===== config.mk =====
export PLATFORM = sky130hd
export DESIGN_NAME = multdiv_wb_scheduler
export DESIGN_NICKNAME = d
export VERILOG_FILES = /design/src/rtl/multdiv_wb_scheduler_pkg.sv /design/src/rtl/multdiv_wb_scheduler_hazard_detect.sv /design/src/rtl/multdiv_wb_scheduler.sv
export SDC_FILE = /design/constraint.sdc
export NUM_CORES = 1
export LEC_CHECK = 0
export ABC_AREA = 1
export BUFFER_PORTS_ARGS = -buffer_cell sky130_fd_sc_hd__buf_2
export CAP_MARGIN = 0
export CORE_ASPECT_RATIO = 1.4
export CORE_UTILIZATION = 42
export DETAILED_ROUTE_END_ITERATION = 10
export PLACE_DENSITY = 0.77
export SLEW_MARGIN = 15
export SYNTH_ARGS = -nofsm -noshare
export SYNTH_HDL_FRONTEND = slang
export SYNTH_SLANG_ARGS = --single-unit

===== constraint.sdc =====
create_clock -name clock -period 1.46 [get_ports clock]
set_input_delay 0.146 -clock clock [delete_from_list [all_inputs] [get_ports clock]]
set_output_delay 0.146 -clock clock [all_outputs]
set_load 0.01 [all_outputs]

===== src/rtl/multdiv_wb_scheduler_pkg.sv =====
// Shared constants, state encoding and decode helpers for the multdiv writeback scheduler.
// Identifies mult/div instructions and the status codes written when an operation faults.
package multdiv_wb_scheduler_pkg;

    localparam logic [4:0]  OPCODE_ALU        = 5'd0;
    localparam logic [4:0]  ALUOP_MULT        = 5'd6;
    localparam logic [4:0]  ALUOP_DIV         = 5'd7;
    localparam logic [31:0] RSTATUS_MULT_CODE = 32'd4;
    localparam logic [31:0] RSTATUS_DIV_CODE  = 32'd5;

    typedef enum logic [1:0] {
        IDLE = 2'd0,
        BUSY = 2'd1,
        PEND = 2'd2
    } mdState_t;

    function automatic logic isMultOp(input logic [4:0] opcode, input logic [4:0] aluop);
        return (opcode == OPCODE_ALU) && (aluop == ALUOP_MULT);
    endfunction

    function automatic logic isDivOp(input logic [4:0] opcode, input logic [4:0] aluop);
        return (opcode == OPCODE_ALU) && (aluop == ALUOP_DIV);
    endfunction

    // The latched instruction is always mult or div, so the aluop alone picks the code.
    function automatic logic [31:0] excCode(input logic [4:0] aluop);
        return (aluop == ALUOP_DIV) ? RSTATUS_DIV_CODE : RSTATUS_MULT_CODE;
    endfunction

endpackage


===== src/rtl/multdiv_wb_scheduler_hazard_detect.sv =====
// Combinational RAW/WAW compare of the FD-stage register fields against the pending multdiv destination.
// Register 0 is never a real destination, so a pending rd of 0 cannot cause a hazard.
module multdiv_hazard_detect (
    input  logic [4:0] readA,
    input  logic [4:0] readB,
    input  logic [4:0] fd_rd,
    input  logic [4:0] pendRd,
    output logic       hazard
);

    logic raw;
    logic waw;

    assign raw    = (readA == pendRd) || (readB == pendRd);
    assign waw    = (fd_rd == pendRd);
    assign hazard = (pendRd != 5'd0) && (raw || waw);

endmodule


===== src/rtl/multdiv_wb_scheduler.sv =====
// Issues mult/div from DX, tracks the in-flight op, and shares the regfile write port with MW.
// MW always owns the write port; a finished multdiv result waits in PEND until MW is quiet.
module multdiv_wb_scheduler
    import multdiv_wb_scheduler_pkg::*;
#(
    parameter int TIMEOUT = 64,
    parameter int RSTATUS = 30
) (
    input  logic        clock,
    input  logic        reset,
    input  logic [31:0] DXIR,
    input  logic        dx_valid,
    input  logic [4:0]  readA,
    input  logic [4:0]  readB,
    input  logic [4:0]  fd_rd,
    input  logic [31:0] MWIR,
    input  logic        mw_wE,
    input  logic [31:0] mw_data,
    input  logic [31:0] md_result,
    input  logic        md_ready,
    input  logic        md_exception,
    output logic        ctrl_MULT,
    output logic        ctrl_DIV,
    output logic [31:0] PWIR,
    output logic        stall,
    output logic        wE,
    output logic [4:0]  writeD,
    output logic [31:0] writeData
);

    localparam int              CNT_W       = $clog2(TIMEOUT) + 1;
    localparam logic [CNT_W-1:0] CNT_LAST   = CNT_W'(TIMEOUT - 1);
    localparam logic [CNT_W-1:0] CNT_MAX    = '1;
    localparam logic [4:0]      RSTATUS_REG = 5'(RSTATUS);

    mdState_t          state;
    logic [CNT_W-1:0]  cycleCount;
    logic [31:0]       heldResult;
    logic              heldExc;

    logic        dxMult;
    logic        dxDiv;
    logic        dxMdOp;
    logic        busyDone;
    logic        doneExc;
    logic        pwFire;
    logic        pwExc;
    logic [31:0] pwData;
    logic [4:0]  pendRd;
    logic        rawWaw;
    logic        unusedMwir;

    assign unusedMwir = ^{MWIR[31:27], MWIR[21:0]};

    assign dxMult = dx_valid && isMultOp(DXIR[31:27], DXIR[6:2]);
    assign dxDiv  = dx_valid && isDivOp(DXIR[31:27], DXIR[6:2]);
    assign dxMdOp = dxMult || dxDiv;

    // Only an idle unit accepts a new op; a busy one holds DX with a structural stall instead.
    assign ctrl_MULT = reset && (state == IDLE) && dxMult;
    assign ctrl_DIV  = reset && (state == IDLE) && dxDiv;

    // A timeout is an exception completion; a real md_ready in the same cycle takes precedence.
    assign busyDone = (state == BUSY) && (md_ready || (cycleCount == CNT_LAST));
    assign doneExc  = md_ready ? md_exception : 1'b1;

    assign pwFire = (busyDone || (state == PEND)) && !mw_wE;
    assign pwExc  = (state == PEND) ? heldExc    : doneExc;
    assign pwData = (state == PEND) ? heldResult : md_result;

    // NOTE: every output of a combinational block gets a default first so no latch is inferred.
    always_comb begin
        wE        = mw_wE;
        writeD    = MWIR[26:22];
        writeData = mw_data;
        if (pwFire) begin
            if (pwExc) begin
                wE        = 1'b1;
                writeD    = RSTATUS_REG;
                writeData = excCode(PWIR[6:2]);
            end else begin
                wE        = (PWIR[26:22] != 5'd0);
                writeD    = PWIR[26:22];
                writeData = pwData;
            end
        end
    end

    assign pendRd = ((state == PEND) && heldExc) ? RSTATUS_REG : PWIR[26:22];

    multdiv_hazard_detect u_hazard (
        .readA  (readA),
        .readB  (readB),
        .fd_rd  (fd_rd),
        .pendRd (pendRd),
        .hazard (rawWaw)
    );

    // Data hazards clear on the write cycle (regfile bypass); the structural one holds so DX reissues next cycle.
    assign stall = (state != IDLE) && (dxMdOp || (rawWaw && !pwFire));

    // NOTE: sequential state uses non-blocking assignments so every register samples pre-edge values.
    always_ff @(posedge clock or negedge reset) begin
        if (!reset) begin
            state      <= IDLE;
            PWIR       <= '0;
            cycleCount <= '0;
            heldResult <= '0;
            heldExc    <= 1'b0;
        end else begin
            case (state)
                IDLE: begin
                    if (dxMdOp) begin
                        PWIR       <= DXIR;
                        cycleCount <= '0;
                        state      <= BUSY;
                    end
                end
                BUSY: begin
                    if (cycleCount != CNT_MAX) begin
                        cycleCount <= cycleCount + CNT_W'(1);
                    end
                    if (busyDone) begin
                        if (mw_wE) begin
                            heldResult <= md_result;
                            heldExc    <= doneExc;
                            state      <= PEND;
                        end else begin
                            state <= IDLE;
                        end
                    end
                end
                PEND: begin
                    if (!mw_wE) begin
                        state <= IDLE;
                    end
                end
                default: state <= IDLE;
            endcase
        end
    end

endmodule


==> impl_metrics.env <==
export IMPL_dp_slack_ps=-263
export IMPL_rsz0062_at_grt="yes"
export IMPL_critical_path_arrival_ps=1940
export IMPL_max_stage_delay_ps=390
export IMPL_route_detailed_drc=0
export IMPL_placed_area_sq_mm=0.00596
export IMPL_placed_cells=931
export IMPL_dieWidth_microns=88.9
export IMPL_slew_headroom_pct=73.1
export IMPL_peakVddDrop_mv=0.587
export IMPL_power_density_mw_per_mm2=756
export IMPL_maxCapViolations=0
export IMPL_timing_final_crit_period_ps=2090
export IMPL_start_util_pct=42.9
export IMPL_synth_net_count=728
export IMPL_seqCellArea_sq_mm=0.00186
export IMPL_synth_cell_area_sq_mm=0.00444
export IMPL_drt_initial_drc_count=174
export IMPL_vias=4741
export IMPL_ctsLongestPathBuffers=2
export IMPL_cp_common_cell="nand2_4"
export IMPL_clk_insertion_delay_late_ps=330
export IMPL_area_growth_syn_to_layout_pct=58.1
export IMPL_start_kind="flop"
export IMPL_cts_sinks=74
export IMPL_setup_ws_ps=-625
export IMPL_grt_pass1_vias=4241
export IMPL_num_antenna_cells=0
export IMPL_clock_root_buffer="clkbuf_16"
export IMPL_wire_per_inst_microns=14.0
export IMPL_yosysSeqAreaShare_pct=41.7
export IMPL_tritoncts="yes"
export IMPL_synth_cells=578
export IMPL_yosysWarnings=0
export IMPL_power_leakage_uw=0.00387
export IMPL_finClkSkew_ps=6.72
export IMPL_fin_area_sq_mm=0.00702
export IMPL_hold_violations=0
export IMPL_synth_cell_types=37
export IMPL_final_cell_count_no_fill=972
export IMPL_layout_drive_gt1_share_pct=47.2
export IMPL_gr_total_overflow=0
export IMPL_nFillCells=847
export IMPL_async_reset_ff_share_pct=100
export IMPL_crit_slowest_cell="dfrtp_1"
export IMPL_cts_buffers=9
export IMPL_synth_flop_cell="dfrtp_1"
export IMPL_die_area_sq_mm=0.0110
export IMPL_dp_hpwl_mm=9.19
export IMPL_finalPower_uw=5310
export IMPL_io_buffers=194
export IMPL_grt_max_degree=75
export IMPL_fp_row_count=44
export IMPL_crit_fanout=26
export IMPL_synth_edff_count=0
export IMPL_coreArea_sq_mm=0.0103
export IMPL_pin_count=222
export IMPL_h_tree_depth=3
export IMPL_report_final_slew_viol_count=0
export IMPL_grt_first_pass_wirelength_mm=20.0
export IMPL_ys_ff_latch=74
export IMPL_violations="negative setup slack"
export IMPL_grt_usage_pct=24.0
export IMPL_worst_pin_slew_ps=404
export IMPL_crit_chain="ha_4 -> nand3_4 -> o21bai_4 -> nand2_4 -> nand2_4 -> nand2_8 -> buf_12 -> o31ai_4 -> buf_2"
export IMPL_finalWeightedCongestion=0.937
export IMPL_cp_required_ps=1310
export IMPL_min_period_over_period_pct=143
export IMPL_die_h_microns=124
export IMPL_hold_path_class="primary input to flop"
export IMPL_detail_route_antenna_nets=0
export IMPL_drt_pass1_iterations=4
export IMPL_multi_input_area_sq_mm=0.00243
export IMPL_drt_total_wl_mm=13.6
export IMPL_outcome="complete, but fails checks"
export IMPL_fmax_ghz=0.480
export IMPL_worstSetupPathType="flop to output pin"
export IMPL_grt_antenna_before_repair=0
export IMPL_viasPerCell=4.88
export IMPL_fin_nets=979
export IMPL_syn_area_per_cell_sq_um=7.68
export IMPL_setup_viol=75
export IMPL_endpoint_kind="output pin"
export IMPL_clkTransAtPathRegs_ps=60
[registers in the layout (all words and copies together) (netlist names)]
register and count:
cycleCount 7, state 2, heldExc 1, PWIR 32, heldResult 32
[worst paths after layout]
check | slack [ps] | cells past startpoint | from | endpoint
max in group asynchronous | 710 | 3 | reset | state[0]
min reg2reg | 480 | 2 | PWIR[14] | PWIR[14]
min in group asynchronous | 410 | 3 | reset | PWIR[14]
max | -630 | 9 | cycleCount[0] | writeData[14]
max reg2reg | -340 | 11 | cycleCount[0] | heldResult[9]
min | 8 | 3 | DXIR[13] | PWIR[13]
[worst max-delay path, delay by kind of cell, from the launching register on]
kind / cells / cell delay [ps]
adders and majority gates: 1 / 160
and+or+nand+nor: 4 / 320
AOI/OAI and AO/OA: 2 / 380
buffers and inverters: 2 / 360
DFF: 1 / 390
[per-stage QoR]
stage	TNS [ps]	hold slack (ps)	util, %
3_5_place_dp	-11410	236	57.6
2_1_floorplan	-4980	-150	-
6_report	-32430	8.33	67.8
5_1_grt	-40280	14.3	67.8
3_3_place_gp	-9420	234	57.6
4_1_cts	-29580	0.0581	63.9
[logic make-up after synthesis]
family	share of synthesized area (%)
adders and majority gates	0.282
DFF	41.7
AOI/OAI and AO/OA	19.3
buffers and inverters	12.1
and+or+nand+nor	25.8
xor gates and xnor gates	0.789
[metal layers]
metal	global-route usage, %	part of all wire [%]	routed length [microns]
met4	8.37	2.3	308
met2	42.9	52	7020
met1	28.2	40	5400
met3	4.64	6.3	859
met5	0	0	0
[what timing repair did]
action,CTS,global route
gates resized for setup,39,60
setup endpoints to repair,95,102
gates cloned,8,4
pin swaps,5,7
hold buffers,1,0
setup buffers,3,11
hold endpoints to repair,74,0
[final cells by class]
| cell class | instances | area share (%) |
|---|---|---|
| inverters | 78 | 4.63 |
| repair buffers | 267 | 27.3 |
| flip-flops and latches | 74 | 26.4 |
| well taps | 138 | 2.46 |
| clock buffers | 9 | 3.21 |
| multi-input cells | 399 | 34.7 |
| clock inverters | 7 | 1.32 |
[Yosys cell counts, drive strengths merged, types with 2 or more instances]
| master | count | area [sq um] |
|---|---|---|
| buf | 27 | 231 |
| xor2 | 4 | 35.0 |
| nand2 | 208 | 811 |
| nand4 | 2 | 12.5 |
| inv | 77 | 289 |
| nand3 | 25 | 148 |
| nor3 | 6 | 30.0 |
| o31ai | 31 | 373 |
| a31oi | 5 | 37.5 |
| clkbuf | 2 | 7.51 |
| o21ai | 73 | 365 |
| nor2 | 28 | 125 |
| a21oi | 7 | 38.8 |
| dfrtp | 74 | 1850 |
[cells in the final DEF (no fill, tap or decap), types with 11 or more instances in the layout]
master,n
buf_2,192
nand3_1,19
o31ai_2,22
buf_12,14
clkbuf_16,12
nor2_1,17
buf_4,40
dfrtp_1,71
nand2_1,184
o21ai_2,15
o21ai_0,14
inv_1,70
buf_6,11
o21ai_1,44
nand2_2,18
[report_power, final]
| group | internal [uW] | switching (uW) | leakage (uW) |
|---|---|---|---|
| Clock | 1500 | 859 | 0.000160 |
| Sequential | 2100 | 37.2 | 0.000943 |
| Combinational | 379 | 436 | 0.00277 |
Note: power is estimated with default switching activity, not from simulation.
